### config.mk
export PLATFORM = sky130hd
export DESIGN_NAME = lcd_reader
export DESIGN_NICKNAME = d
export VERILOG_FILES = /design/src/rtl/lcd_pkg.sv /design/src/rtl/lcd_phase_timer.sv /design/src/rtl/lcd_reader.sv
export SDC_FILE = /design/constraint.sdc
export NUM_CORES = 1
export LEC_CHECK = 0
export ABC_CLOCK_PERIOD_IN_PS = 2200
export BUFFER_PORTS_ARGS = -buffer_cell sky130_fd_sc_hd__buf_2
export CAP_MARGIN = 5
export CORE_MARGIN = 5
export CORE_UTILIZATION = 35
export DETAILED_ROUTE_END_ITERATION = 6
export GPL_ROUTABILITY_DRIVEN = 0
export PLACE_DENSITY = 0.6
export SLEW_MARGIN = 20
export SYNTH_ARGS = -nofsm -noshare
export SYNTH_HDL_FRONTEND = slang
export SYNTH_SLANG_ARGS = --single-unit
### constraint.sdc
create_clock -name clk -period 2.2 [get_ports clk]
set_clock_uncertainty 0.15 [all_clocks]
set_input_delay 0.44 -clock clk [delete_from_list [all_inputs] [get_ports clk]]
set_output_delay 0.44 -clock clk [all_outputs]
set_load 0.05 [all_outputs]
### src/rtl/lcd_pkg.sv
// Shared definitions for the LCD bridge engines (reader, poster, bridge top).
// Holds the bus FSM state set, default strobe timings and width helpers.
package lcd_pkg;

    localparam int unsigned LCD_DATA_W  = 16;
    localparam int unsigned WR_LOW_DEF  = 2;
    localparam int unsigned WR_HIGH_DEF = 2;
    localparam int unsigned RD_LOW_DEF  = 4;
    localparam int unsigned RD_HIGH_DEF = 4;
    localparam int unsigned CNT_W_DEF   = 4;

    typedef enum logic [2:0] {
        IDLE,
        CMD_LO,
        CMD_HI,
        TURN,
        RD_LO,
        RD_HI,
        DONE
    } lcd_state_e;

    function automatic int unsigned max4(input int unsigned a, input int unsigned b,
                                         input int unsigned c, input int unsigned d);
        int unsigned m;
        m = a;
        if (b > m) m = b;
        if (c > m) m = c;
        if (d > m) m = d;
        return m;
    endfunction

    // Bits needed to hold values 0..v (at least 1).
    function automatic int unsigned bits_for(input int unsigned v);
        int unsigned w;
        w = 1;
        while ((64'd1 << w) <= 64'(v)) w++;
        return w;
    endfunction

endpackage

### src/rtl/lcd_phase_timer.sv
// Loadable down counter used to time each bus phase; zero_o flags the last cycle of a phase.
// Counter width is derived from the largest value it must hold.
module lcd_phase_timer
    import lcd_pkg::*;
#(
    parameter int unsigned MAX_VAL = 3,
    parameter int unsigned W       = bits_for(MAX_VAL)
) (
    input  logic         clk,
    input  logic         reset,
    input  logic         load_i,
    input  logic [W-1:0] load_val_i,
    output logic         zero_o
);

    logic [W-1:0] cnt_q, cnt_d;

    always_comb begin
        cnt_d = cnt_q;
        if (load_i) begin
            cnt_d = load_val_i;
        end else if (cnt_q != '0) begin
            cnt_d = cnt_q - W'(1);
        end
    end

    always_ff @(posedge clk or posedge reset) begin
        if (reset) begin
            cnt_q <= '0;
        end else begin
            cnt_q <= cnt_d;
        end
    end

    assign zero_o = (cnt_q == '0);

endmodule

### src/rtl/lcd_reader.sv
// Read-side engine of the 8080-style LCD bus: one command write followed by N read strobes,
// returning sampled panel words to the CPU side. All outputs are registered.
module lcd_reader
    import lcd_pkg::*;
#(
    parameter int unsigned WR_LOW  = WR_LOW_DEF,
    parameter int unsigned WR_HIGH = WR_HIGH_DEF,
    parameter int unsigned RD_LOW  = RD_LOW_DEF,
    parameter int unsigned RD_HIGH = RD_HIGH_DEF,
    parameter int unsigned CNT_W   = CNT_W_DEF
) (
    input  logic                  clk,
    input  logic                  reset,
    input  logic                  req_valid,
    output logic                  req_ready,
    input  logic [LCD_DATA_W-1:0] req_cmd,
    input  logic [CNT_W-1:0]      req_count,
    input  logic                  req_dummy,
    output logic [LCD_DATA_W-1:0] rdata,
    output logic                  rdata_valid,
    output logic                  done,
    output logic                  busy,
    output logic                  lcd_cs,
    output logic                  lcd_rs,
    output logic                  lcd_wr,
    output logic                  lcd_rd,
    output logic [LCD_DATA_W-1:0] lcd_data_o,
    output logic                  lcd_data_oe,
    input  logic [LCD_DATA_W-1:0] lcd_data_i
);

    localparam int unsigned T_MAX = max4(WR_LOW, WR_HIGH, RD_LOW, RD_HIGH) - 1;
    localparam int unsigned TW    = bits_for(T_MAX);

    localparam logic [TW-1:0] T_WR_LO = TW'(WR_LOW - 1);
    localparam logic [TW-1:0] T_WR_HI = TW'(WR_HIGH - 1);
    localparam logic [TW-1:0] T_RD_LO = TW'(RD_LOW - 1);
    localparam logic [TW-1:0] T_RD_HI = TW'(RD_HIGH - 1);

    lcd_state_e            state_q, state_d;
    logic                  tmr_load;
    logic [TW-1:0]         tmr_val;
    logic                  tmr_zero;
    logic                  accept;
    logic                  strobe_end;

    logic [CNT_W-1:0]      rd_cnt_q, rd_cnt_d;
    logic                  dummy_pend_q, dummy_pend_d;

    logic                  lcd_cs_q, lcd_cs_d;
    logic                  lcd_rs_q, lcd_rs_d;
    logic                  lcd_wr_q, lcd_wr_d;
    logic                  lcd_rd_q, lcd_rd_d;
    logic                  oe_q, oe_d;
    logic [LCD_DATA_W-1:0] data_o_q, data_o_d;
    logic [LCD_DATA_W-1:0] rdata_q, rdata_d;
    logic                  rdata_valid_q, rdata_valid_d;
    logic                  done_q, done_d;
    logic                  busy_q, busy_d;
    logic                  req_ready_q, req_ready_d;

    lcd_phase_timer #(
        .MAX_VAL (T_MAX),
        .W       (TW)
    ) u_timer (
        .clk        (clk),
        .reset      (reset),
        .load_i     (tmr_load),
        .load_val_i (tmr_val),
        .zero_o     (tmr_zero)
    );

    always_comb begin
        state_d    = state_q;
        tmr_load   = 1'b0;
        tmr_val    = '0;
        accept     = 1'b0;
        strobe_end = 1'b0;
        unique case (state_q)
            IDLE: begin
                if (req_valid) begin
                    accept   = 1'b1;
                    state_d  = CMD_LO;
                    tmr_load = 1'b1;
                    tmr_val  = T_WR_LO;
                end
            end
            CMD_LO: begin
                if (tmr_zero) begin
                    state_d  = CMD_HI;
                    tmr_load = 1'b1;
                    tmr_val  = T_WR_HI;
                end
            end
            CMD_HI: begin
                if (tmr_zero) state_d = TURN;
            end
            TURN: begin
                if (rd_cnt_q == '0) begin
                    state_d = DONE;
                end else begin
                    state_d  = RD_LO;
                    tmr_load = 1'b1;
                    tmr_val  = T_RD_LO;
                end
            end
            RD_LO: begin
                if (tmr_zero) begin
                    strobe_end = 1'b1;
                    state_d    = RD_HI;
                    tmr_load   = 1'b1;
                    tmr_val    = T_RD_HI;
                end
            end
            RD_HI: begin
                // rd_cnt_q was already decremented when the preceding strobe ended
                if (tmr_zero) begin
                    if (rd_cnt_q == '0) begin
                        state_d = DONE;
                    end else begin
                        state_d  = RD_LO;
                        tmr_load = 1'b1;
                        tmr_val  = T_RD_LO;
                    end
                end
            end
            DONE: state_d = IDLE;
            default: state_d = IDLE;
        endcase
    end

    always_comb begin
        rd_cnt_d      = rd_cnt_q;
        dummy_pend_d  = dummy_pend_q;
        if (accept) begin
            rd_cnt_d     = req_count;
            dummy_pend_d = req_dummy;
        end else if (strobe_end) begin
            rd_cnt_d     = rd_cnt_q - CNT_W'(1);
            dummy_pend_d = 1'b0;
        end

        // Outputs follow the next state so they line up with the state register.
        lcd_cs_d      = (state_d == IDLE) || (state_d == DONE);
        lcd_rs_d      = !((state_d == CMD_LO) || (state_d == CMD_HI));
        lcd_wr_d      = (state_d != CMD_LO);
        lcd_rd_d      = (state_d != RD_LO);
        oe_d          = (state_d == CMD_LO) || (state_d == CMD_HI);
        data_o_d      = accept ? req_cmd : (oe_d ? data_o_q : '0);
        rdata_valid_d = strobe_end && !dummy_pend_q;
        rdata_d       = rdata_valid_d ? lcd_data_i : rdata_q;
        done_d        = (state_d == DONE);
        busy_d        = (state_d != IDLE);
        req_ready_d   = (state_d == IDLE);
    end

    always_ff @(posedge clk or posedge reset) begin
        if (reset) begin
            state_q       <= IDLE;
            rd_cnt_q      <= '0;
            dummy_pend_q  <= 1'b0;
            lcd_cs_q      <= 1'b1;
            lcd_rs_q      <= 1'b1;
            lcd_wr_q      <= 1'b1;
            lcd_rd_q      <= 1'b1;
            oe_q          <= 1'b0;
            data_o_q      <= '0;
            rdata_q       <= '0;
            rdata_valid_q <= 1'b0;
            done_q        <= 1'b0;
            busy_q        <= 1'b0;
            req_ready_q   <= 1'b1;
        end else begin
            state_q       <= state_d;
            rd_cnt_q      <= rd_cnt_d;
            dummy_pend_q  <= dummy_pend_d;
            lcd_cs_q      <= lcd_cs_d;
            lcd_rs_q      <= lcd_rs_d;
            lcd_wr_q      <= lcd_wr_d;
            lcd_rd_q      <= lcd_rd_d;
            oe_q          <= oe_d;
            data_o_q      <= data_o_d;
            rdata_q       <= rdata_d;
            rdata_valid_q <= rdata_valid_d;
            done_q        <= done_d;
            busy_q        <= busy_d;
            req_ready_q   <= req_ready_d;
        end
    end

    assign req_ready   = req_ready_q;
    assign rdata       = rdata_q;
    assign rdata_valid = rdata_valid_q;
    assign done        = done_q;
    assign busy        = busy_q;
    assign lcd_cs      = lcd_cs_q;
    assign lcd_rs      = lcd_rs_q;
    assign lcd_wr      = lcd_wr_q;
    assign lcd_rd      = lcd_rd_q;
    assign lcd_data_o  = data_o_q;
    assign lcd_data_oe = oe_q;

endmodule

==> out/summary.txt <==
die area - 7830 sq um
simple-gate area share of the yosys netlist - 10.6%
Routed Antenna Nets - 0
Sum Neg Setup Slack - 0 ps
post-route clock period utilization - 90.6%
DP Wirelength - 3360 um
Post-Route WL - 4480 um
P&R area growth vs syn - 27.0%
# rows - 28
ANT cells - 0
Synth Cell Area - 2150 sq um
Reg2Reg Launch Point - rd_cnt_q[0]
clock-pin slew on the worst setup and hold paths - 100 ps
core area - 5960 sq um
clock latency on the worst-skew pair - 300 ps
FF-to-FF End - lcd_data_oe
Largest stage delay, worst path - 440 ps
failing checks - negative hold slack
delay-heaviest family, CP - simple AND/OR/NAND/NOR gates
routed len/inst - 13.7 um
Die W - 88.5 um
Least-Margin Pin Slew - 502 ps
# hold bufs at CTS - 0
post-synth cell types - 39
fmax - 502 MHz
drt first pass iters - 4
FF-to-FF path depth - 7
Buf+Inv Stages, Crit Path - 1
# IOs - 81
CTS sink cnt - 51
Post-CTS Resized - 0
first-pass GRT wire length - 7420 um
Max transition margin - 66.5%
FILL cells - 574
Setup Fix Bufs, Post-CTS - 0
final worst setup slack - 207 ps
Die Y - 88.5 um
status - complete, but fails checks
Total Routing Usage GR - 12.4%
Initial Util - 36.2%
maximum fanout along the worst path - 5
TritonCTS clock tree - done
Max-Cap Viols - 0
Post-Synth XOR/XNOR Area - 1.63%
Final Setup Violations - 0
PwrDens - 1780 nW/um^2
crit path DAT - 2040 ps
Hold WC Path Type - in2async
most frequent cells in the layout - 80 x buf_2, 46 x dfrtp_1, 17 x mux2_2, 16 x a22o_1
Clk Tree Root Cell - clkbuf_8
Hold WS - -3.78 ps
r2r setup slk - 210 ps
H-tree depth - 2
via-per-instance ratio - 4.72
via count - 1545
Ys Warns - 0
#FFs+latches synth - 51
Max clock buf depth - 2
peak supply drop - 0.670 mV
syn_area_per_cell - 13.1 sq um
DRC Markers - 0
Final #Nets - 293
RSZ-0062 raised after global routing - false
Synth Net Count - 207
share of cells above drive strength 1 - 49.2%
initial antenna violation count - 0
WS Path Type - reg2reg
complex-gate fraction of the synthesized area - 12.8%
CP Capture Type - flop
main combinational cell family by area after synthesis - compound AO/OA/AOI/OAI gates
slowest CP cell - or3b_1
port buffer count - 80
Post-Syn Instances - 165
largest net degree at the start of global routing - 31
vias in the first global route - 1554
multiplexer area fraction after synthesis - 9.35%
Setup Slack @ Placement - 232 ps
minimum clock period - 1990 ps
Leak - 0.00144 uW
GRT overflow - 0
Required @ worst endpoint - 2250 ps
sequential fraction of the synthesis area - 59.5%
Worst Setup Start Kind - flop
Fin. Hold Viols - 5
Num CTS Buffers - 5
commonest non-fill, non-tap cell in the layout - buf_2
count of final max-slew check failures - 0
Adder-Cell Fraction of Synth Area - 1.16%
DRT iter0 DRCs - 69
cell breakdown of the critical path - inv_1, ha_1, or3b_1, nand2_1, a32oi_2, xor2_1, and2_1
[logic make-up (layout without fill, tap and decap cells)]
family / after synthesis / count (layout)
and+or+nand+nor: 35 / 35
muxes: 18 / 18
xor gates and xnor gates: 4 / 4
DFF: 51 / 51
adders and majority gates: 2 / 2
AOI/OAI and AO/OA: 36 / 36
buffers and inverters: 19 / 106
[cell type report]
| class | instances | area [sq um] | area share (%) |
|---|---|---|---|
| Sequential cell | 51 | 1280 | 46.9 |
| Clock buffer | 5 | 68.8 | 2.51 |
| Tap cell | 75 | 93.8 | 3.43 |
| Clock inverter | 3 | 18.8 | 0.686 |
| Timing Repair Buffer | 87 | 465 | 17.0 |
| Multi-Input combinational cell | 95 | 766 | 28.0 |
| Inverter | 11 | 41.3 | 1.51 |
[worst max-delay path by stage]
| stage | from | endpoint | cells past startpoint |
|---|---|---|---|
| 4_1_cts | rd_cnt_q[0] | lcd_data_oe | 7 |
| 6_report | rd_cnt_q[0] | lcd_data_oe | 7 |
| 2_1_floorplan | u_timer.cnt_q[0] | rdata[10] | 8 |
| 3_5_place_dp | rd_cnt_q[0] | lcd_data_oe | 7 |
| 3_3_place_gp | rd_cnt_q[0] | lcd_data_oe | 7 |
| 5_1_grt | rd_cnt_q[0] | lcd_data_oe | 7 |
[synthesized netlist by cell type]
cell / count / area share (%)
nand2_1: 10 / 1.7
and2b_2: 1 / 0.41
a22o_1: 16 / 6.5
nor3_1: 1 / 0.23
and2_1: 1 / 0.29
buf_2: 1 / 0.23
dfrtp_1: 46 / 53
a21oi_2: 1 / 0.41
or3b_1: 1 / 0.41
nor4_1: 1 / 0.29
nor4b_4: 1 / 1.1
mux2i_1: 1 / 0.46
a21oi_1: 5 / 1.2
xnor2_1: 1 / 0.41
nor2b_1: 3 / 0.87
mux2_2: 17 / 8.9
o21a_1: 1 / 0.35
nor2_8: 1 / 0.93
a31o_1: 1 / 0.41
inv_1: 11 / 1.9
nand3b_1: 2 / 0.70
and3_1: 2 / 0.58
nor2_1: 5 / 0.87
nand3_4: 1 / 0.81
ha_1: 2 / 1.2
buf_6: 2 / 1.0
a31oi_1: 1 / 0.29
a32oi_2: 1 / 0.76
xor2_1: 3 / 1.2
dfstp_2: 5 / 6.1
a311oi_1: 1 / 0.41
a211o_1: 1 / 0.41
a211oi_1: 1 / 0.35
o22ai_1: 1 / 0.29
buf_4: 5 / 1.7
o21ai_0: 5 / 1.2
nand3_1: 2 / 0.46
a21boi_0: 1 / 0.35
nand2b_1: 3 / 0.87
[where the power goes]
part	leakage [uW]	switching, uW	total, uW	internal, uW
logic	0.000747	1900	2730	828
clock network	0.0000483	313	537	224
registers	0.000643	233	1610	1380
[state kept, by name (all words and copies together), names as in the netlist]
register and cells:
busy 1, done 1, dummy_pend_q 1, lcd_cs 1, lcd_data_o 16, lcd_data_oe 1
lcd_rd 1, lcd_rs 1, lcd_wr 1, rd_cnt_q 4, rdata 16, rdata_valid 1
req_ready 1, state_q 3, u_timer.cnt_q 2
[per-layer routing]
| layer | GRT usage, % | wire (um) | vias up |
|---|---|---|---|
| met5 | 0 | 0 | - |
| met4 | 4.95 | 86 | 0 |
| met3 | 3.35 | 305 | 8 |
| met1 | 15.8 | 1990 | 735 |
| met2 | 20.0 | 2100 | 52 |
| li1 | - | - | 750 |
[stage by stage]
step	power [uW]	util (%)	instances	instance area, sq um	hold WS (ps)
2_1_floorplan	3800	-	165	2150	328
3_3_place_gp	4360	44.5	319	2650	333
3_5_place_dp	4390	44.5	319	2650	329
4_1_cts	4940	45.9	327	2740	6.53
5_1_grt	5190	45.9	327	2740	27.0
6_report	4870	45.9	327	2740	-3.78
[worst register-to-register path, stage by stage (launching register included)]
cell     delay [ps]
dfrtp_1         410
inv_1            60
ha_1            170
or3b_1          440
nand2_1         120
a32oi_2         160
xor2_1          200
and2_1          160
(Power assumes the default switching activity.)
